$ cat config.mk
export PLATFORM = sky130hd
export DESIGN_NAME = multicaster_v2
export DESIGN_NICKNAME = d
export VERILOG_FILES = /design/src/rtl/multicaster_v2.sv
export SDC_FILE = /design/constraint.sdc
export NUM_CORES = 1
export LEC_CHECK = 0
export BUFFER_PORTS_ARGS = -buffer_cell sky130_fd_sc_hd__buf_2
export CORE_ASPECT_RATIO = 1.1
export CORE_MARGIN = 8
export CORE_UTILIZATION = 56
export CTS_CLUSTER_SIZE = 20
export DETAILED_ROUTE_END_ITERATION = 8
export MAX_ROUTING_LAYER = met4
export PLACE_DENSITY = 0.8
export SYNTH_ARGS = -nofsm -noshare
export SYNTH_HDL_FRONTEND = slang
export SYNTH_SLANG_ARGS = --single-unit
$ cat constraint.sdc
create_clock -name clk -period 7.8 [get_ports clk]
set_input_delay 1.56 -clock clk [delete_from_list [all_inputs] [get_ports clk]]
set_output_delay 1.56 -clock clk [all_outputs]
set_load 0.01 [all_outputs]
$ cat src/rtl/multicaster_v2.sv
// Per-PE multicaster: latches a PE tag, buffers a kernel of weights, forwards matching
// column-bus broadcasts to the PE with a cyclic weight read, and holds PE results for the bus.
module multicaster_v2 #(
  parameter int DATA_WIDTH = 16,
  parameter int NUM_COL    = 4,
  parameter int WBUF_DEPTH = 16,
  parameter int KS_W       = 8,
  localparam int TW        = $clog2(NUM_COL) + 1
) (
  input  logic                    clk,
  input  logic                    rstn,
  input  logic [TW-1:0]           tag_in,
  input  logic                    flush_tag,
  output logic                    tag_lock,
  input  logic                    flush_kernel,
  input  logic [KS_W-1:0]         kernel_size,
  input  logic                    fltr_valid,
  input  logic [DATA_WIDTH-1:0]   fltr_data,
  output logic                    fltr_ready,
  output logic                    kernel_busy,
  input  logic                    bus_valid,
  input  logic [TW-1:0]           bus_id,
  input  logic [DATA_WIDTH-1:0]   ifmap_in,
  input  logic [2*DATA_WIDTH-1:0] psum_in,
  output logic                    bus_ready,
  output logic                    pe_en,
  output logic [DATA_WIDTH-1:0]   pe_ifmap,
  output logic [DATA_WIDTH-1:0]   pe_fltr,
  output logic [2*DATA_WIDTH-1:0] pe_psum,
  input  logic                    pe_ready,
  input  logic                    pe_valid,
  input  logic [2*DATA_WIDTH-1:0] pe_result,
  output logic                    res_valid,
  output logic [2*DATA_WIDTH-1:0] res_data,
  input  logic                    res_ready
);

  localparam int PW = (WBUF_DEPTH > 1) ? $clog2(WBUF_DEPTH) : 1;
  localparam int KW = $clog2(WBUF_DEPTH + 1);

  typedef enum logic [1:0] {IDLE, LOAD, RUN} state_e;

  state_e                  state_q, state_d;
  logic [TW-1:0]           tag_q;
  logic                    tag_lock_q;
  logic [KW-1:0]           klen_q, klen_d;
  logic [PW-1:0]           wr_ptr_q, wr_ptr_d;
  logic [PW-1:0]           rd_ptr_q, rd_ptr_d;
  logic [DATA_WIDTH-1:0]   wbuf_q [WBUF_DEPTH];
  logic                    pe_en_q;
  logic [DATA_WIDTH-1:0]   pe_ifmap_q, pe_fltr_q;
  logic [2*DATA_WIDTH-1:0] pe_psum_q;
  logic                    res_valid_q;
  logic [2*DATA_WIDTH-1:0] res_data_q;

  logic match, fire, wr_en, load_last, rd_last;

  // A flush in the same cycle as a matching beat aborts the kernel, so that beat is not fired.
  assign match     = (bus_id == tag_q) || (bus_id == {TW{1'b1}});
  assign fire      = (state_q == RUN) && bus_valid && match && pe_ready && !res_valid_q && !flush_kernel;
  assign wr_en     = (state_q == LOAD) && fltr_valid && !flush_kernel;
  assign load_last = (KW'(wr_ptr_q) + KW'(1)) == klen_q;
  assign rd_last   = (KW'(rd_ptr_q) + KW'(1)) == klen_q;

  assign tag_lock    = tag_lock_q;
  assign fltr_ready  = (state_q == LOAD);
  assign kernel_busy = (state_q == LOAD);
  assign bus_ready   = !match || fire;
  assign pe_en       = pe_en_q;
  assign pe_ifmap    = pe_ifmap_q;
  assign pe_fltr     = pe_fltr_q;
  assign pe_psum     = pe_psum_q;
  assign res_valid   = res_valid_q;
  assign res_data    = res_data_q;

  always_comb begin
    state_d  = state_q;
    klen_d   = klen_q;
    wr_ptr_d = wr_ptr_q;
    rd_ptr_d = rd_ptr_q;
    if (flush_kernel) begin
      klen_d   = (kernel_size > KS_W'(WBUF_DEPTH)) ? KW'(WBUF_DEPTH) : KW'(kernel_size);
      wr_ptr_d = '0;
      rd_ptr_d = '0;
      state_d  = (kernel_size == '0) ? IDLE : LOAD;
    end else begin
      case (state_q)
        LOAD: begin
          if (fltr_valid) begin
            wr_ptr_d = wr_ptr_q + PW'(1);
            if (load_last) begin
              state_d  = RUN;
              rd_ptr_d = '0;
            end
          end
        end
        RUN: begin
          if (fire) rd_ptr_d = rd_last ? '0 : rd_ptr_q + PW'(1);
        end
        default: ;
      endcase
    end
  end

  always_ff @(posedge clk or negedge rstn) begin
    if (!rstn) begin
      state_q     <= IDLE;
      klen_q      <= '0;
      wr_ptr_q    <= '0;
      rd_ptr_q    <= '0;
      tag_q       <= '0;
      tag_lock_q  <= 1'b0;
      pe_en_q     <= 1'b0;
      pe_ifmap_q  <= '0;
      pe_fltr_q   <= '0;
      pe_psum_q   <= '0;
      res_valid_q <= 1'b0;
      res_data_q  <= '0;
    end else begin
      state_q  <= state_d;
      klen_q   <= klen_d;
      wr_ptr_q <= wr_ptr_d;
      rd_ptr_q <= rd_ptr_d;
      if (flush_tag) begin
        tag_q      <= tag_in;
        tag_lock_q <= 1'b1;
      end
      pe_en_q <= fire;
      if (fire) begin
        pe_ifmap_q <= ifmap_in;
        pe_psum_q  <= psum_in;
        pe_fltr_q  <= wbuf_q[rd_ptr_q];
      end
      // A new result wins over a same-cycle drain, keeping the holding register full.
      if (pe_valid) begin
        res_valid_q <= 1'b1;
        res_data_q  <= pe_result;
      end else if (res_ready) begin
        res_valid_q <= 1'b0;
      end
    end
  end

  always_ff @(posedge clk) begin
    if (wr_en) wbuf_q[wr_ptr_q] <= fltr_data;
  end

endmodule
==> metrics.txt, run 1 <==
run status=complete, no violations; IO Port Bufs=220; clk root buf=clkbuf_16; top_reg_cell synth=edfxtp_1; Crit Path Category=input pin to primary output; Die X=169.7 µm; Slew Limit Fails=0; Overall Global Routing Usage=21.81%; 1st-iter DRT viols=640; TNS Setup=0 ps; CTS tree=done; Post-CTS Resized=0; Avg Cell Area, Syn=20.07 µm²; area growth from synthesis to layout=18.76%; Slew HR=32.90%; reg-to-reg slack, setup=4680 ps; Worst EP required=6240 ps; syn_nets=849; Worst-Margin Slew=1007 ps; RSZ-0062 raised after global routing=false; Tmin final=5455 ps; end of the critical path=bus_ready; Seq/Total Area, Yosys=72.96%; Post-route DRC=0; post-detail-place hpwl=21160 µm; total clock sinks=373; Routed WL=33370 µm; PwrDens=235.8 mW/mm²; delay-heaviest family, CP=buffers and inverters; CP bufs+invs=3; Final ANT Viol Nets=0; FP Rows=62; Clk pin slew, worst setup/hold paths=60 ps; initial core utilization=56.33%; drt wl/cell=24.72 µm; Tcrit/Tclk final=69.93%; commonest non-fill, non-tap cells in the layout=256 x edfxtp_1, 219 x buf_2, 115 x dfrtp_1, 80 x mux4_2, 61 x mux2_2; setup violators final=0; CTS buffer count=36; Worst Setup Start Kind=input pin; boundary pin count=221; clk_skew=19.12 ps; CP peak stage delay=730 ps; Max-Cap Viols=0; initial antenna violation count=3; first-pass GRT wire length=49130 µm; die span in y=185.1 µm; Die Area=0.03140 mm²; Via Count=7736; worst-case clock buffer depth=3; Max rail drop VDD=0.1870 mV; CP max stage cell=buf_4; layout cells sized above 1=45.03%; Crit. path cell count=9; largest net degree at the start of global routing=70; Hold Crit Depth=1; DRT Pass-1 Iters=4; CP most frequent cell=buf_2; Clk Latency, worst-skew pair=520 ps; unique cell type count in the Yosys netlist=43; Peak Freq=0.1833 GHz; final hold violation count=0; crit path DAT=3890 ps; most common cell after layout, fill and taps aside=edfxtp_1; crit end category=primary output; Critical Path Fanout Max=66; post-cts hold buffer count=0; leak pwr=6.744 nW; Final nets=1091; final worst slack=2345 ps; GPL Wtd Cong=0.9311; Critical Path Start=bus_id[2]; critical-path cell list=buf_2 -> or2_1 -> a2111oi_0 -> a31oi_1 -> a2bb2oi_2 -> nor3_4 -> buf_4 -> or2_2 -> buf_2; H-tree levels=2; FF+latch count, synth=373; Synth async-reset ratio=31.37%; Hold Crit Class=flop to flop; Setup Slack @ Placement=2344 ps; Synth warnings=0; GRT overflow=0; vias in the first global route=8106; Placeable Area=0.02583 mm²; via/cell ratio=5.730; Reg2Reg Depth=4; mapped cell area=0.01455 mm²; worst reg2reg startpoint=rd_ptr_q[0]; worst r2r dst=pe_fltr[0]; Synth Instances=725; EDFF count, synth=256; # Post-CTS Setup Buffers=0
[synthesized netlist by cell type (3+ instances only)]
master     instances  area share (%)
edfxtp_1         256              53
dfrtp_1          117              20
mux4_2            80              12
mux2_2            61             4.7
mux2_1            38             2.9
nand2_1           23            0.59
nor2_1            22            0.57
clkbuf_1          20            0.52
inv_1              9            0.23
xnor2_1            9            0.54
a21oi_1            6            0.21
nor3_1             6            0.21
o2bb2ai_1          6            0.36
buf_2              5            0.17
buf_4              5            0.26
buf_6              5            0.39
ha_1               5            0.43
nand2b_1           5            0.21
nand3_1            5            0.17
o21ai_0            5            0.17
xor2_1             5            0.30
or4_1              3            0.15
[layer usage]
layer | up-vias | share of wire, % | GRT usage (%) | wire, µm
met2 | 375 | 49 | 35.51 | 16460
met5 | - | 0 | - | 0
met4 | 0 | 3.0 | 7.191 | 988
li1 | 3359 | - | - | -
met1 | 3940 | 39 | 26.53 | 12850
met3 | 62 | 9.2 | 5.543 | 3064
[cell families after synthesis]
kind of cell / count (synthesis) / share of synthesized area, %
fa+ha+maj: 5 / 0.4300
flops: 373 / 72.96
simple gates: 74 / 2.382
mux: 180 / 20.11
xor+xnor: 14 / 0.8427
buf+inv: 47 / 1.642
compound gates: 32 / 1.634
[worst min-delay path by stage]
stage | start | slack (ps) | endpoint
after global routing | pe_ifmap[3] | 490 | pe_ifmap[3]
after detailed placement | pe_psum[26] | 470 | pe_psum[26]
after CTS | pe_ifmap[3] | 480 | pe_ifmap[3]
after global placement | pe_psum[2] | 460 | pe_psum[2]
final | pe_psum[28] | 480 | pe_psum[28]
after floorplan | state_q[1] | 510 | state_q[1]
[state kept, by name (all words and copies together) (netlist names)]
name	cells
pe_fltr	16
wr_ptr_q	4
pe_ifmap	16
rd_ptr_q	4
wbuf_q	256
state_q	2
res_data	32
pe_en	1
res_valid	1
pe_psum	32
tag_q	3
klen_q	5
tag_lock	1
[layout make-up]
class / count / area (µm²)
flip-flops and latches: 373 / 10620
fillers: 1717 / 8553
multi-input cells: 305 / 3722
repair buffers: 241 / 1261
clock buffers: 47 / 993.5
well taps: 352 / 440.4
clock inverters: 19 / 196.4
inverters: 10 / 37.54
diodes: 3 / 7.507
[metrics by stage]
step	cells	instance area, µm²	total power [mW]	utilization [%]	hold WS (ps)
2_1_floorplan	725	14550	2.277	-	507.1
3_3_place_gp	1281	16080	2.376	62.25	461.7
3_5_place_dp	1281	16080	2.381	62.25	469.2
4_1_cts	1347	17270	4.118	66.86	482.6
5_1_grt	1350	17280	4.202	66.89	494.0
6_report	1350	17280	4.074	66.89	479.7
[power breakdown]
group,total (mW),internal [mW],switching [mW]
Combinational,0.170,0.0736,0.0969
Clock,1.74,1.03,0.701
Sequential,2.17,2.15,0.0171
No activity file was read; power rests on OpenSTA's default activity.
==> run 2: changes to the inputs <==
ABC_AREA = 1   (was unset)
PLACE_DENSITY = 0.79   (was 0.8)
clock period = 5.42 ns   (was 7.8 ns; I/O delays follow)
==> metrics.txt, run 2 <==
run status=complete, no violations; Max rail drop VDD=0.2635 mV (+41%); critical-path cell list=clkinv_2 -> buf_4 -> a21boi_0 -> o21ai_0 -> nor2_1 -> nand2_1 -> nand3_1 -> nand2_1; Die X=172.2 µm (+1.5%); Peak Freq=0.3070 GHz; CP peak stage delay=980 ps (+250 ps); drt wl/cell=20.65 µm (-16%); reg-to-reg slack, setup=2160 ps (-2520 ps); biggest area consumer among synthesized cells=edfxtp_1; FP Rows=63 (+1.6%); top post-synthesis cells by area=edfxtp_1 51%, dfrtp_1 19%, nand2_1 12%, o21ai_0 3.2%, nor2_1 2.9%; Reg with most FFs=wbuf_q; top-count cell post-synth=nand2_1; H-tree levels=2 (unchanged); GPL Wtd Cong=0.8678 (-6.8%); total clock sinks=373 (unchanged); Tcrit/Tclk final=60.10%; die span in y=187.8 µm (+1.5%); Worst-Margin Slew=1012 ps (+5.871 ps); Worst EP required=5810 ps (-430 ps); Post-route DRC=0 (unchanged); Crit Path Category=flop to flop; most common cell after layout, fill and taps aside=nand2_1; commonest non-fill, non-tap cells in the layout=499 x nand2_1, 256 x edfxtp_1, 219 x buf_2, 117 x nor2_1, 116 x dfrtp_1; layout cells sized above 1=19.31% (-26 points); CP most frequent cell=nand2_1; GRT overflow=0 (unchanged); final non-filler cell total=1961 (+45%); Max-Cap Viols=0 (unchanged); Routed WL=40490 µm (+21%); DRT Pass-1 Iters=5 (+1); Clk Latency, worst-skew pair=510 ps (about the same); clk root buf=clkbuf_16; crit end category=flop; Avg Cell Area, Syn=11.02 µm² (-45%); top_reg_cell synth=edfxtp_1; first-pass GRT wire length=61270 µm (+25%); Tmin final=3257 ps; final hold violation count=0 (unchanged); Slew Limit Fails=0 (unchanged); Synth async-reset ratio=31.37% (unchanged); placed cells=1895 (+48%); TNS Setup=0 ps (unchanged); FF+latch count, synth=373 (unchanged); initial core utilization=56.38% (+0.056 points); Largest register FFs=256 (unchanged); setup violators final=0 (unchanged); Slew HR=32.43% (-0.47 points); CTS buffer count=36 (unchanged); Seq/Total Area, Yosys=70.66% (-2.3 points); crit path DAT=3650 ps (-240 ps); Final nets=1700 (+56%); CTS tree=done; mapped cell area=0.01502 mm² (+3.2%); Final ANT Viol Nets=0 (unchanged); Hold Crit Class=input pin to asynchronous set/reset pin; top-area cell type share of the netlist area=51.17% (-1.7 points); final instance area=0.01749 mm² (+1.2%); DP Area=0.01638 mm² (+1.8%); commonest cells in the netlist=499 x nand2_1, 256 x edfxtp_1, 117 x dfrtp_1, 117 x nor2_1, 95 x o21ai_0; Worst Setup Start Kind=flop; unique cell type count in the Yosys netlist=27 (-37%); worst-case clock buffer depth=3 (unchanged); initial antenna violation count=5 (+2); via/cell ratio=5.623 (-1.9%); Clk pin slew, worst setup/hold paths=60 ps (about the same); IO Port Bufs=220 (unchanged); # Post-CTS Setup Buffers=0 (unchanged); Synth warnings=0 (unchanged); CP max stage cell=clkinv_2; post-detail-place hpwl=24990 µm (+18%); area growth from synthesis to layout=16.41%; Post-CTS Resized=0 (unchanged); Via Count=11.03k (+43%); clk_skew=16.59 ps (-2.531 ps); PwrDens=337.2 mW/mm² (+43%); EDFF count, synth=256 (unchanged); Placeable Area=0.02664 mm² (+3.1%); 1st-iter DRT viols=1253 (+96%); syn_nets=1487 (+75%); boundary pin count=221 (unchanged); Synth Instances=1363 (+88%); RSZ-0062 raised after global routing=false; vias in the first global route=10.82k (+33%); Critical Path Fanout Max=69 (+4.5%); leak pwr=7.599 nW (+13%); post-cts hold buffer count=0 (unchanged); largest net degree at the start of global routing=74 (+5.7%); Overall Global Routing Usage=25.39% (+3.6 points); Post-Route Utilization=65.63% (-1.3 points); Die Area=0.03233 mm² (+2.9%)
run 2: changes by cell type after synthesis, moves of 11 or more:
cell	change
nand2_1	+476
nor2_1	+95
o21ai_0	+90
mux4_2	-80
mux2_2	-61
mux2_1	-38
nand3_1	+37
o22ai_1	+32
a21oi_1	+27
a21boi_0	+21
buf_2	+16
o21ai_1	+15
inv_1	+14
a21boi_1	+11
run 2: metrics by stage:
stage               setup WS [ps]  power (mW)  hold WS [ps]
floorplan                    2231       3.398         441.9
global placement             2350       3.581         442.6
detailed placement           2270       3.594         444.1
CTS                          2253       5.935         433.2
global route                 1964       6.092         444.5
finish                       2163       5.896         446.5
run 2: worst paths after layout:
path	depth (start not counted)	endpoint	start
min in group clk	1	tag_lock	tag_lock
max in group asynchronous	2	pe_ifmap[10]	rstn
worst min-delay path	1	res_data[1]	rstn
worst max register to register	8	pe_fltr[6]	rd_ptr_q[0]
worst max-delay path	8	pe_fltr[6]	rd_ptr_q[0]
worst min register to register	1	tag_lock	tag_lock
run 2: cell families after synthesis:
group                    Yosys count  share of synthesized area, %
AO/OA/AOI/OAI                    209                         7.779
XOR/XNOR                           4                        0.2332
buffers and inverters            100                         3.532
flip-flops                       373                         70.66
AND/OR/NAND/NOR                  672                         17.37
adder cells (fa/ha/maj)            5                        0.4165
run 2: where the power goes:
part / switching (mW) / internal (mW) / total, mW / leakage, nW
logic: 0.252 / 0.129 / 0.380 / 3.21
clock network: 1.01 / 1.35 / 2.36 / 0.541
registers: 0.0452 / 3.11 / 3.16 / 3.85
total: 1.30 / 4.59 / 5.90 / 7.60
run 2: per-layer routing:
metal	GRT usage (%)	wire, µm
met1	31.37	15310
met4	10.06	1441
met5	-	0
met3	5.699	4538
met2	40.20	19210
run 2: layout make-up:
type | instances | area [µm²]
Tap cell | 357 | 446.7
Sequential cell | 373 | 10620
Inverter | 26 | 98.84
Fill cell | 2057 | 9156
Multi-Input combinational cell | 890 | 3891
Antenna cell | 4 | 10.01
Timing Repair Buffer | 249 | 1321
Clock buffer | 49 | 1012
Clock inverter | 13 | 87.58
run 2: critical path, delay by kind of cell (launching register included):
kind / cells / cell delay, ps
buf+inv: 2 / 1540
flops: 1 / 840
compound gates: 2 / 290
simple gates: 4 / 340
